File: config.mk
export PLATFORM = sky130hd
export DESIGN_NAME = uart_rx_oversampled
export DESIGN_NICKNAME = d
export VERILOG_FILES = /design/src/rtl/uart_rx_oversampled.sv
export SDC_FILE = /design/constraint.sdc
export NUM_CORES = 1
export LEC_CHECK = 0
export CAP_MARGIN = 20
export CORE_ASPECT_RATIO = 0.8
export CORE_MARGIN = 2
export CORE_UTILIZATION = 53
export CTS_CLUSTER_SIZE = 25
export DETAILED_ROUTE_END_ITERATION = 8
export PLACE_DENSITY_LB_ADDON = 0.2
export SLEW_MARGIN = 20
export SYNTH_ARGS = -nofsm -noshare
export SYNTH_HDL_FRONTEND = slang
export SYNTH_SLANG_ARGS = --single-unit
File: constraint.sdc
create_clock -name clk_i -period 1.9 [get_ports clk_i]
set_input_delay 0.475 -clock clk_i [delete_from_list [all_inputs] [get_ports clk_i]]
set_output_delay 0.475 -clock clk_i [all_outputs]
set_load 0.01 [all_outputs]
File: src/rtl/uart_rx_oversampled.sv
// rtl/uart_rx_oversampled.sv - 16x oversampled UART receiver with valid/ready output.
module uart_rx_oversampled #(
  parameter int DATA_BITS     = 8,
  parameter int OVERSAMP_RATE = 16
) (
  input  logic                 clk_i,
  input  logic                 reset_n_i,
  input  logic                 clk16_en_i,
  input  logic                 rx_i,
  input  logic                 ready_i,
  output logic [DATA_BITS-1:0] data_o,
  output logic                 valid_o,
  output logic                 frame_err_o,
  output logic                 overrun_o,
  output logic                 busy_o
);

  localparam logic [3:0] CNT_LAST = 4'(OVERSAMP_RATE - 1);
  localparam logic [3:0] CNT_MID  = 4'(OVERSAMP_RATE / 2 - 1);
  localparam logic [2:0] LAST_BIT = 3'(DATA_BITS - 1);

  typedef enum logic [1:0] {IDLE, START, DATA, STOP} state_t;

  state_t                 state_q, state_d;
  logic [3:0]             cnt_q, cnt_d;
  logic [2:0]             bcnt_q, bcnt_d;
  logic [DATA_BITS-1:0]   shreg_q, shreg_d;
  logic                   sync1_q, rxs;
  logic                   good_frame, bad_frame;

  always_ff @(posedge clk_i or negedge reset_n_i) begin
    if (!reset_n_i) begin
      sync1_q <= 1'b1;
      rxs     <= 1'b1;
    end else begin
      sync1_q <= rx_i;
      rxs     <= sync1_q;
    end
  end

  always_ff @(posedge clk_i or negedge reset_n_i) begin
    if (!reset_n_i) begin
      state_q <= IDLE;
      cnt_q   <= '0;
      bcnt_q  <= '0;
      shreg_q <= '0;
    end else begin
      state_q <= state_d;
      cnt_q   <= cnt_d;
      bcnt_q  <= bcnt_d;
      shreg_q <= shreg_d;
    end
  end

  always_comb begin
    state_d    = state_q;
    cnt_d      = cnt_q;
    bcnt_d     = bcnt_q;
    shreg_d    = shreg_q;
    good_frame = 1'b0;
    bad_frame  = 1'b0;
    if (clk16_en_i) begin
      case (state_q)
        IDLE: begin
          if (!rxs) begin
            state_d = START;
            cnt_d   = '0;
          end
        end
        START: begin
          if (cnt_q == CNT_MID) begin
            // Start bit must still be low at its centre, else it was a glitch
            state_d = rxs ? IDLE : DATA;
            cnt_d   = '0;
            bcnt_d  = '0;
          end else begin
            cnt_d = cnt_q + 4'd1;
          end
        end
        DATA: begin
          cnt_d = cnt_q + 4'd1;
          if (cnt_q == CNT_LAST) begin
            shreg_d = {rxs, shreg_q[DATA_BITS-1:1]};
            bcnt_d  = bcnt_q + 3'd1;
            if (bcnt_q == LAST_BIT) begin
              state_d = STOP;
              cnt_d   = '0;
            end
          end
        end
        STOP: begin
          cnt_d = cnt_q + 4'd1;
          if (cnt_q == CNT_LAST) begin
            state_d    = IDLE;
            cnt_d      = '0;
            good_frame = rxs;
            bad_frame  = !rxs;
          end
        end
        default: begin
          state_d = IDLE;
          cnt_d   = '0;
        end
      endcase
    end
  end

  always_ff @(posedge clk_i or negedge reset_n_i) begin
    if (!reset_n_i) begin
      data_o      <= '0;
      valid_o     <= 1'b0;
      frame_err_o <= 1'b0;
      overrun_o   <= 1'b0;
    end else begin
      frame_err_o <= bad_frame;
      overrun_o   <= 1'b0;
      if (good_frame) begin
        // A same-cycle handshake frees the holding register for the new byte
        if (!valid_o || ready_i) begin
          data_o  <= shreg_q;
          valid_o <= 1'b1;
        end else begin
          overrun_o <= 1'b1;
        end
      end else if (valid_o && ready_i) begin
        valid_o <= 1'b0;
      end
    end
  end

  assign busy_o = (state_q != IDLE);

endmodule

==> results by group <==
CTS
  • Worst-Skew Late Latency: 0.34 ns
  • CTS tree: done
  • Root buf cell: clkbuf_4
  • Clock sink count: 30
  • H-tree Lvls: 2
  • Worst-case clock buffer depth: 2
  • CTS Hold Bufs: 0
  • CTS buffer count: 5
  • Clk slew on worst S/H paths: 0.09 ns

Placement
  • Post-Place Cells: 156
  • Post-DP Area: 1590 µm²
  • Placer congestion estimate: 0.887
  • DP HPWL: 1.61 mm
  • Place WS: -0.203 ns
  • I/O Buffers: 16

Critical path
  • Critical path class: flip-flop to output port
  • Worst path slowest cell: dfrtp_1
  • Critical path's largest stage delay: 0.38 ns
  • Worst-path cell chain: or2_2, dlygate4sd2_1
  • CP Launch Type: flip-flop
  • CP Data Required Time: 1.42 ns
  • Max FO, Critical Path: 5
  • Critical Path AT: 1.36 ns
  • Worst Setup End Kind: output port

Drt
  • Final wirelength: 2.39 mm
  • Via count: 889
  • Per-cell routed wire length: 14.6 µm
  • Drt via density: 5.42
  • First DRT Iteration DRCs: 8
  • Antenna-violating nets left: 0
  • Drt drc: 0
  • Drt first pass iters: 4

Power and ir drop
  • Clock power share: 23.2%
  • Sw Ratio: 32.4%
  • Comb power frac: 30.2%
  • Power Dens Cells: 1040 nW/µm²
  • Net Switching: 555 µW
  • Cell-internal power: 1160 µW
  • Sequential Power Share: 46.5%
  • Leak: 0.000792 µW
  • Maximum vdd drop: 0.677 mV

Die
  • Initial Util: 55.4%
  • Die height: 49.0 µm
  • Core footprint: 2420 µm²
  • Die W: 60.3 µm
  • # IOs: 17
  • Die area: 2950 µm²
  • Rows: 16

STA
  • Slew HR: 69.2%
  • Total negative slack: 0 ns
  • RSZ-0062 raised after global routing: false
  • Tcrit/Tclk final: 96.5%
  • Final Hold Vio Count: 0
  • Tightest Pin Transition: 0.457 ns
  • F_max: 545 MHz
  • Period minus WS final: 1.83 ns
  • Final slew viol count: 0
  • Clock Skews: 0.00739 ns
  • Fin worst setup slack: 0.0664 ns
  • Final setup fails: 0

Yosys
  • Post-synth top flop: dfrtp_1
  • Cell with the most instances after synthesis: dfrtp_1
  • Synth cell count leaders: 28 x dfrtp_1, 17 x mux2_2, 5 x nand2_1
  • Main area contributors after synthesis: dfrtp_1 52%, mux2_2 14%, dfstp_2 3.9%
  • Mapped Cells: 100
  • Async set-reset flop share out of synthesis: 100%
  • Post-synthesis sequential area ratio: 56.1%
  • Cell Area, Synth: 1340 µm²
  • Synth Warn #: 0
  • Unique masters post-synth: 32
  • Synth Net Count: 108
  • Post-synth top area share: 52.2%
  • Synthesized flop and latch total: 30
  • Post-synth top area cell: dfrtp_1
  • Post-synth EDFFs: 0
  • Synthesized area per cell: 13.4 µm²

GRT
  • Grt total ovfl: 0
  • Total track usage: 19.6%
  • Largest net degree at the start of global routing: 31
  • Initial antenna violation count: 0
  • First-pass GRT wire length: 4.15 mm
  • Vias in the first global route: 876

Status
  • Outcome: complete, no violations

Cells and area
  • Diode count: 0
  • Filler cells: 194
  • Final Non-Filler Cells: 164
  • Area delta synth->final: 22.5%
  • Finished Cell Area: 1640 µm²
  • Nets: 135
  • Share of cells above drive strength 1: 31.3%

Worst hold path
  • Hold WC Path Type: flip-flop to flip-flop

Job
  • MaxCap Viol Count: 0
[per-layer routing]
metal  part of all wire, %  routed length [µm]  track usage [%]
met3                   5.3                 127             7.16
met1                    46                1090             27.6
met4                   1.6                  38             8.89
met5                     0                   0                0
met2                    48                1140             27.0
[sequential cells by signal, indices dropped and copies added (netlist names), named ones only]
| signal | flops |
|---|---|
| shreg_q | 8 |
| cnt_q | 4 |
| valid_o | 1 |
| sync1_q | 1 |
| frame_err_o | 1 |
| overrun_o | 1 |
| data_o | 8 |
| state_q | 1 |
| rxs | 1 |
| bcnt_q | 3 |
[path summary, 6_finish.rpt]
kind	end	startpoint	slack, ns	cells after the start
setup reg to reg	shreg_q[0]	cnt_q[0]	0.11	5
min in group asynchronous	valid_o	reset_n_i	0.51	2
hold reg to reg	rxs	sync1_q	0.36	0
setup / recovery	busy_o	flip-flop	0.07	2
max in group asynchronous	sync1_q	reset_n_i	1.08	2
hold / removal	rxs	sync1_q	0.36	0
[cells in the final DEF, fill, tap and decap left out, types with 2 or more instances in the layout]
cell              n
ha_1              3
dfstp_2           2
inv_1             3
mux2i_1           2
and3_1            3
o21ai_0           4
clkdlybuf4s50_1  15
o2bb2ai_1         2
dfrtp_1          28
mux2_2           17
nor2_1            2
clkbuf_4          5
a22o_1            4
nand3_1           2
nand2_1           5
o211ai_1          2
buf_4             9
[critical path: cells and delay by family, from the launching register on]
| family | cells | cell delay [ns] |
|---|---|---|
| buffers and inverters | 1 | 0.30 |
| and+or+nand+nor | 1 | 0.34 |
| DFF | 1 | 0.38 |
[per-stage QoR]
step / hold slack [ns] / util [%] / power [µW]
after floorplan: 0.179 / - / 1180
after global placement: 0.347 / 65.4 / 1310
after detailed placement: 0.347 / 65.4 / 1330
after CTS: 0.361 / 67.9 / 1730
after global routing: 0.364 / 67.9 / 1830
final: 0.360 / 67.9 / 1710
[timing repair]
item | 4_1_cts | 5_1_grt
gates resized for setup | 1 | 0
buffers inserted | 0 | 0
setup endpoints to repair | 1 | 0
[layout make-up]
type	count	area, µm²	area share (%)
inverter	3	11.3	0.685
clock inverter	1	5.00	0.304
sequential	30	753	45.8
multi-input combinational	62	548	33.3
timing repair buffer	25	226	13.8
clock buffer	7	55.1	3.35
tap	36	45.0	2.74
[kinds of logic after synthesis]
| kind of cell | synth area share (%) |
|---|---|
| flops | 56.1 |
| simple gates | 13.4 |
| buf+inv | 3.08 |
| fa+ha+maj | 2.80 |
| mux | 15.8 |
| compound gates | 8.85 |
[power by group through the flow]
stage	combinational (µW)	sequential, µW	clock (µW)
floorplan	391	791	0
global placement	508	802	0
global route	583	811	439
CTS	520	797	408
detailed placement	519	810	0
finish	517	796	398
No activity file was read; power rests on OpenSTA's default activity.
